==> config.mk <==
export PLATFORM = sky130hd
export DESIGN_NAME = rf_write_arbiter
export DESIGN_NICKNAME = d
export VERILOG_FILES = /design/src/rtl/rf_write_arbiter.sv
export SDC_FILE = /design/constraint.sdc
export NUM_CORES = 1
export LEC_CHECK = 0
export BUFFER_PORTS_ARGS = -buffer_cell sky130_fd_sc_hd__buf_2
export CORE_UTILIZATION = 39
export CTS_CLUSTER_DIAMETER = 100
export DETAILED_ROUTE_END_ITERATION = 10
export PLACE_DENSITY = 0.76
export SYNTH_ARGS = -nofsm -noshare
export SYNTH_HDL_FRONTEND = slang
export SYNTH_SLANG_ARGS = --single-unit
==> constraint.sdc <==
create_clock -name clk -period 2 [get_ports clk]
set_clock_uncertainty 0.1 [all_clocks]
set_input_delay 0.3 -clock clk [delete_from_list [all_inputs] [get_ports clk]]
set_output_delay 0.3 -clock clk [all_outputs]
set_load 0.005 [all_outputs]
==> src/rtl/rf_write_arbiter.sv <==
// rf_write_arbiter: round-robin arbiter for the register bank write port,
// with a 31-step sweep that zeroes registers 1..NREG-1.
// Ports:
//   clk, reset_n             clock, async active-low reset
//   reqN_valid/addr/data     writeback request from requester N (0,1)
//   reqN_ready               request accepted this cycle (combinational)
//   clr_start                one-cycle pulse starting a register clear
//   clr_busy                 clear sweep in progress (registered)
//   we, a3, wd3              registered bank write enable/address/data
module rf_write_arbiter #(
    parameter int DATA_W = 32,
    parameter int ADDR_W = 5,
    parameter int NREG   = 32
) (
    input  logic              clk,
    input  logic              reset_n,
    input  logic              req0_valid,
    input  logic [ADDR_W-1:0] req0_addr,
    input  logic [DATA_W-1:0] req0_data,
    output logic              req0_ready,
    input  logic              req1_valid,
    input  logic [ADDR_W-1:0] req1_addr,
    input  logic [DATA_W-1:0] req1_data,
    output logic              req1_ready,
    input  logic              clr_start,
    output logic              clr_busy,
    output logic              we,
    output logic [ADDR_W-1:0] a3,
    output logic [DATA_W-1:0] wd3
);

    typedef enum logic {ARB, CLEAR} state_t;

    localparam logic [ADDR_W-1:0] LAST = ADDR_W'(NREG - 1);
    localparam logic [ADDR_W-1:0] ONE  = ADDR_W'(1);

    state_t            state, state_n;
    logic              ptr, ptr_n;
    logic [ADDR_W-1:0] cnt, cnt_n;
    logic              we_n, busy_n;
    logic [ADDR_W-1:0] a3_n;
    logic [DATA_W-1:0] wd3_n;
    logic              arb;

    assign arb = (state == ARB);

    // ptr only matters when both requesters are valid.
    assign req0_ready = arb & req0_valid & ~clr_start
                      & (~req1_valid | ~ptr);
    assign req1_ready = arb & req1_valid & ~clr_start
                      & (~req0_valid | ptr);

    always_ff @(posedge clk or negedge reset_n) begin
        if (!reset_n) begin
            state    <= ARB;
            ptr      <= 1'b0;
            cnt      <= '0;
            we       <= 1'b0;
            a3       <= '0;
            wd3      <= '0;
            clr_busy <= 1'b0;
        end else begin
            state    <= state_n;
            ptr      <= ptr_n;
            cnt      <= cnt_n;
            we       <= we_n;
            a3       <= a3_n;
            wd3      <= wd3_n;
            clr_busy <= busy_n;
        end
    end

    always_comb begin
        state_n = state;
        ptr_n   = ptr;
        cnt_n   = cnt;
        we_n    = 1'b0;
        a3_n    = a3;
        wd3_n   = wd3;
        busy_n  = clr_busy;
        unique case (state)
            ARB: begin
                unique case (1'b1)
                    clr_start: begin
                        state_n = CLEAR;
                        cnt_n   = ONE;
                        we_n    = 1'b1;
                        a3_n    = ONE;
                        wd3_n   = '0;
                        busy_n  = 1'b1;
                    end
                    req0_ready: begin
                        ptr_n = 1'b1;
                        a3_n  = req0_addr;
                        wd3_n = req0_data;
                        // register 0 is hardwired: accept, never write
                        we_n  = |req0_addr;
                    end
                    req1_ready: begin
                        ptr_n = 1'b0;
                        a3_n  = req1_addr;
                        wd3_n = req1_data;
                        we_n  = |req1_addr;
                    end
                    default: ;
                endcase
            end
            CLEAR: begin
                if (cnt == LAST) begin
                    state_n = ARB;
                    cnt_n   = '0;
                    busy_n  = 1'b0;
                end else begin
                    cnt_n = cnt + ONE;
                    a3_n  = cnt + ONE;
                    wd3_n = '0;
                    we_n  = 1'b1;
                end
            end
            default: state_n = ARB;
        endcase
    end

endmodule

# ---- Word-level counts from Yosys, hierarchy flattened
# Cells that the tools add are included.
dict set report op_classes {
  addsub 1
  eq_ne 5
  mux 18
  bitwise 13
  reduce_logical 6
}
# cell n
set op_table {}
lappend op_table {{32-bit one-hot mux with 3 select lines} 1}
lappend op_table {{32-bit one-hot mux with 2 select lines} 1}
lappend op_table {{32-bit 2-to-1 mux} 1}
lappend op_table {{5-bit one-hot mux with 2 select lines} 2}
lappend op_table {{5-bit 2-to-1 mux} 3}
lappend op_table {{5-bit one-hot mux with 3 select lines} 1}
lappend op_table {{5-bit OR reduction} 2}
lappend op_table {{1-bit one-hot mux with 2 select lines} 4}
lappend op_table {{1-bit bitwise AND} 6}
lappend op_table {{2-bit AND reduction} 3}
lappend op_table {{5-bit by 1-bit adder with 5-bit output, second input constant} 1}
lappend op_table {{5-bit == test, second input constant} 1}
lappend op_table {{1-bit NOT} 5}
lappend op_table {{1-bit 2-to-1 mux} 4}
lappend op_table {{2-bit != test, second input constant} 2}
lappend op_table {{4-bit != test, second input constant} 1}
lappend op_table {{1-bit one-hot mux with 3 select lines} 1}
lappend op_table {{2-bit by 1-bit != test with 1-bit output, second input constant} 1}
lappend op_table {{1-bit bitwise OR} 2}
lappend op_table {{2-bit nonzero test} 1}
dict set report totals {
  ff_bits 46
  inputBits 79
  out_inout_bits 41
}

# ---- Depth between registers and ports, before layout
dict set report depth {
  word_depth 6
  depth_mapped 7
}

# ---- Least setup slack after synthesis
# Ideal clock, no wire load.
dict set report synth_timing {
  path_kind {reg-to-reg}
  from {register cnt[0]}
  to {register wd3[15]}
  setup_time_ps 127
  arrival_ps 1763
  required_ps 1773
  path_slack_ps 10
  path_stages_with_launch 8
  path_buffers 1
  synth_period_minus_slack_ps 1990
  path_cell_list {dfrtp_1 -> ha_1 -> and3_1 -> ha_1 -> mux2_2 -> buf_2 -> a222oi_1 -> inv_1}
}
dict set report synth_via {
  elab_chain_cells 3
}
# item line_no
set synth_rtl {}
lappend synth_rtl {{start: declaration} 39} ;# logic [ADDR_W-1:0] cnt, cnt_n;
lappend synth_rtl {{start signal: assignment} 65} ;# cnt <= cnt_n;
lappend synth_rtl {{5-bit == test} 109} ;# if (cnt == LAST) begin
lappend synth_rtl {{2-bit != test (no line)} -}
lappend synth_rtl {{2-bit AND reduction (no line)} -}
lappend synth_rtl {{end signal: assignment} 68} ;# wd3 <= wd3_n;
lappend synth_rtl {{end: declaration} 29} ;# output logic [DATA_W-1:0] wd3
# Every way passes these cells.
# A chain may end at the register's enable or synchronous reset.

# ---- Final worst setup path
dict set report layout_timing {
  from {register cnt[1]}
  to {register wd3[5]}
}
# Same word-level chain as after synthesis.

==> flow_summary.toml <==
[placement]
numPortBuffers = 119
dp_hpwl_um = 3800
place_congestion = 0.799
dp_slack_ns = -0.0348

[floorplanning]
core_area_sq_mm = 0.00511
ios = 120
fp.dieW_um = 74.6
die_height_um = 74.6
placementRows = 26
start_util_pct = 40.3
dieArea_sq_mm = 0.00557

[logic_synthesis]
syn_nets = 258
syn_avg_cell_area_sq_um = 11.6
ys_ff_latch = 46
netlist_area_sq_mm = 0.00206
synth-edff-count = 0
ys_warn_count = 0
synth_most_common_cell = "dfrtp_1"
yosysTopAreaCellShare_pct = 55.9
synth.area.top_cells = "dfrtp_1, a222oi_1, inv_1"
synthCells = 177
yosysSeqAreaShare_pct = 55.9
synth_top_cell_by_area = "dfrtp_1"
synth_common_cells = "dfrtp_1, inv_1, a222oi_1"
async_flop_share_pct = 100
synth_ff_type = "dfrtp_1"
yosysUniqueCellTypes = 33

[power_and_ir_drop]
cellLeakagePower_nw = 1.80
sw_frac_of_total_pct = 31.0
comb_power_share_pct = 32.7
power_switching_mw = 0.838
power_frac_seq_pct = 45.6
internal_power_mw = 1.86
power.density_mw_per_mm2 = 911
pwr-share-clk_pct = 21.6
ir_worst_vdd_uv = 394

[clock_network]
clk_latency_ns = 0.29
cts_tree = "yes"
cts_buffers = 5
htree_levels = 2
cts_buffer_depth = 2
clkTransAtPathRegs_ns = 0.09
cts_root_buf = "clkbuf_8"
clock-sinks = 46

[critical_path]
r2r_cells = 7
cpPeakStageDelay_ns = 0.41
cp_data_required_time_ns = 2.07
crit_type = "register to register"
arrival_ns = 2.06
worstReg2RegStart = "cnt[1]$_DFFE_PN0P_"
worst-path-max-fanout = 19
critPathLaunchType = "register"
crit_slowest_cell = "dfrtp_1"
crit_family = "flip-flops"
worstReg2RegEnd = "wd3[5]$_DFFE_PN0P_"
crit_buf_inv = 2
cp_cell_sequence = "ha_2 -> and3_4 -> ha_4 -> mux2_4 -> buf_12 -> a222oi_1 -> inv_1"
r2r_slack_ns = 0.01
end_kind = "register"

[sta]
fin_crit_ns = 1.99
final-setup-viol-count = 0
report.final.slew_viol_count = 0
fin_ws_ns = 0.0129
max_slew_margin_pct = 64.2
rsz0062_at_grt = "yes"
max_freq_mhz = 503
hold_viol = 0
tightest_slew_ns = 0.537
fin_hold_ws_ns = 0.128
fin_crit_sh_pct = 99.4

[global_route]
grtUsageTotal_pct = 20.4
grt_overflow = 0
grt_pass1_wl_um = 8340
grt_pass1_vias = 1768
grt_max_degree = 25
antenna_found_initial = 0

[route]
drtAntennaViolNets = 0
via_per_inst = 5.26
firstDrtPassIters = 6
first_iter_violations = 214
drc_errors = 0
vias = 1990
routed_wl_um = 5760
wire_per_inst_um = 15.2

[hold_path]
hold_start = "req0_data[10]"
holdPathEnd = "wd3[10]$_DFFE_PN0P_"
whs_path_depth = 3
hp-class = "input pin to register"

[layout]
ff_latch_area_sq_mm = 0.00115
final_nets = 388
multi_input_area_sq_um = 726
layout-drive-gt1-share_pct = 49.0
n_antenna_cell = 0
n_fill_cell = 437
area_delta_synth_final_pct = 44.1

[run_status]
outcome = "complete, no violations"

[run]
drv_cap = 0
-- per-layer routing --
layer | vias to the layer above | GRT usage (%) | share of wire (%)
met5 | - | 0 | 0
met3 | 7 | 3.21 | 4.8
li1 | 940 | - | -
met4 | 0 | 8.39 | 1.3
met2 | 91 | 34.8 | 51
met1 | 952 | 25.8 | 43
-- state kept, by name, summed over array words and instances, names as in the netlist --
register  cells
we            1
a3            5
wd3          32
ptr           1
state         1
cnt           5
clr_busy      1
-- power by group through the flow --
| stage | Clock [mW] | Sequential (mW) | Combinational, mW |
|---|---|---|---|
| after detailed placement | 0 | 1.24 | 0.780 |
| final | 0.584 | 1.23 | 0.884 |
| after global routing | 0.640 | 1.26 | 0.978 |
| after CTS | 0.604 | 1.22 | 0.813 |
| after global placement | 0 | 1.23 | 0.754 |
| after floorplan | 0 | 1.22 | 0.454 |
-- worst reg2reg max path: cells and delay by family (launching register included) --
| kind | cells | cell delay (ns) |
|---|---|---|
| AND/OR/NAND/NOR | 1 | 0.18 |
| flip-flops | 1 | 0.41 |
| AO/OA/AOI/OAI | 1 | 0.27 |
| multiplexers | 1 | 0.31 |
| buffers and inverters | 2 | 0.25 |
| adder cells (fa/ha/maj) | 2 | 0.35 |
-- cell families (layout without fill, tap and decap cells) --
kind of cell    count (synthesis)  in the layout  share of synthesized area, %
flops                          46             46                          55.9
mux                             2              2                          1.03
compound gates                 57             57                          23.8
simple gates                   21             23                          6.44
buf+inv                        47            176                          10.7
xor+xnor                        2              2                         0.851
fa+ha+maj                       2              2                          1.22
-- worst max-delay path by stage --
stage	from	end	slack, ns	cells after the start
global route	cnt[1]$_DFFE_PN0P_	wd3[5]$_DFFE_PN0P_	-0.06	7
CTS	cnt[0]$_DFFE_PN0P_	wd3[5]$_DFFE_PN0P_	0.003	7
global placement	cnt[0]$_DFFE_PN0P_	wd3[26]$_DFFE_PN0P_	0.04	7
detailed placement	cnt[0]$_DFFE_PN0P_	wd3[14]$_DFFE_PN0P_	-0.03	7
finish	cnt[1]$_DFFE_PN0P_	wd3[5]$_DFFE_PN0P_	0.01	7
floorplan	cnt[0]$_DFFE_PN0P_	wd3[15]$_DFFE_PN0P_	0.01	7
-- timing repair --
item	4_1_cts	5_1_grt
gates resized for setup	5	6
setup endpoints to repair	11	28
hold buffers	1	0
cloned	2	1
setup buffers	2	2
hold endpoints to repair	22	0
pin swaps	4	6
-- through the flow --
step           setup TNS, ns  instances  area, sq um  util, %  power [mW]
2_1_floorplan              0        177         2060        -        1.68
3_5_place_dp         -0.0817        362         2740     53.7        2.02
6_report                   0        378         2970     58.1        2.70
5_1_grt               -0.603        378         2970     58.1        2.87
4_1_cts                    0        375         2900     56.7        2.64
3_3_place_gp               0        362         2740     53.7        1.99
-- layout by cell type, fill, tap and decap left out, types with 3 or more instances in the layout --
cell	instances
buf_2	119
dfrtp_1	46
inv_1	34
a222oi_1	33
buf_4	9
clkbuf_8	6
a21oi_1	5
nor2_1	5
o21ai_0	4
buf_12	4
and3_4	3
nand2_1	3
o22ai_1	3
a22oi_1	3
a22o_1	3
-- layout make-up --
class,instances,share of cell area [%]
inverters,34,4.30
flip-flops and latches,46,38.8
multi-input cells,86,24.5
repair buffers,134,26.2
well taps,70,2.95
clock inverters,2,0.422
clock buffers,6,2.78
No activity file was read; power rests on OpenSTA's default activity.
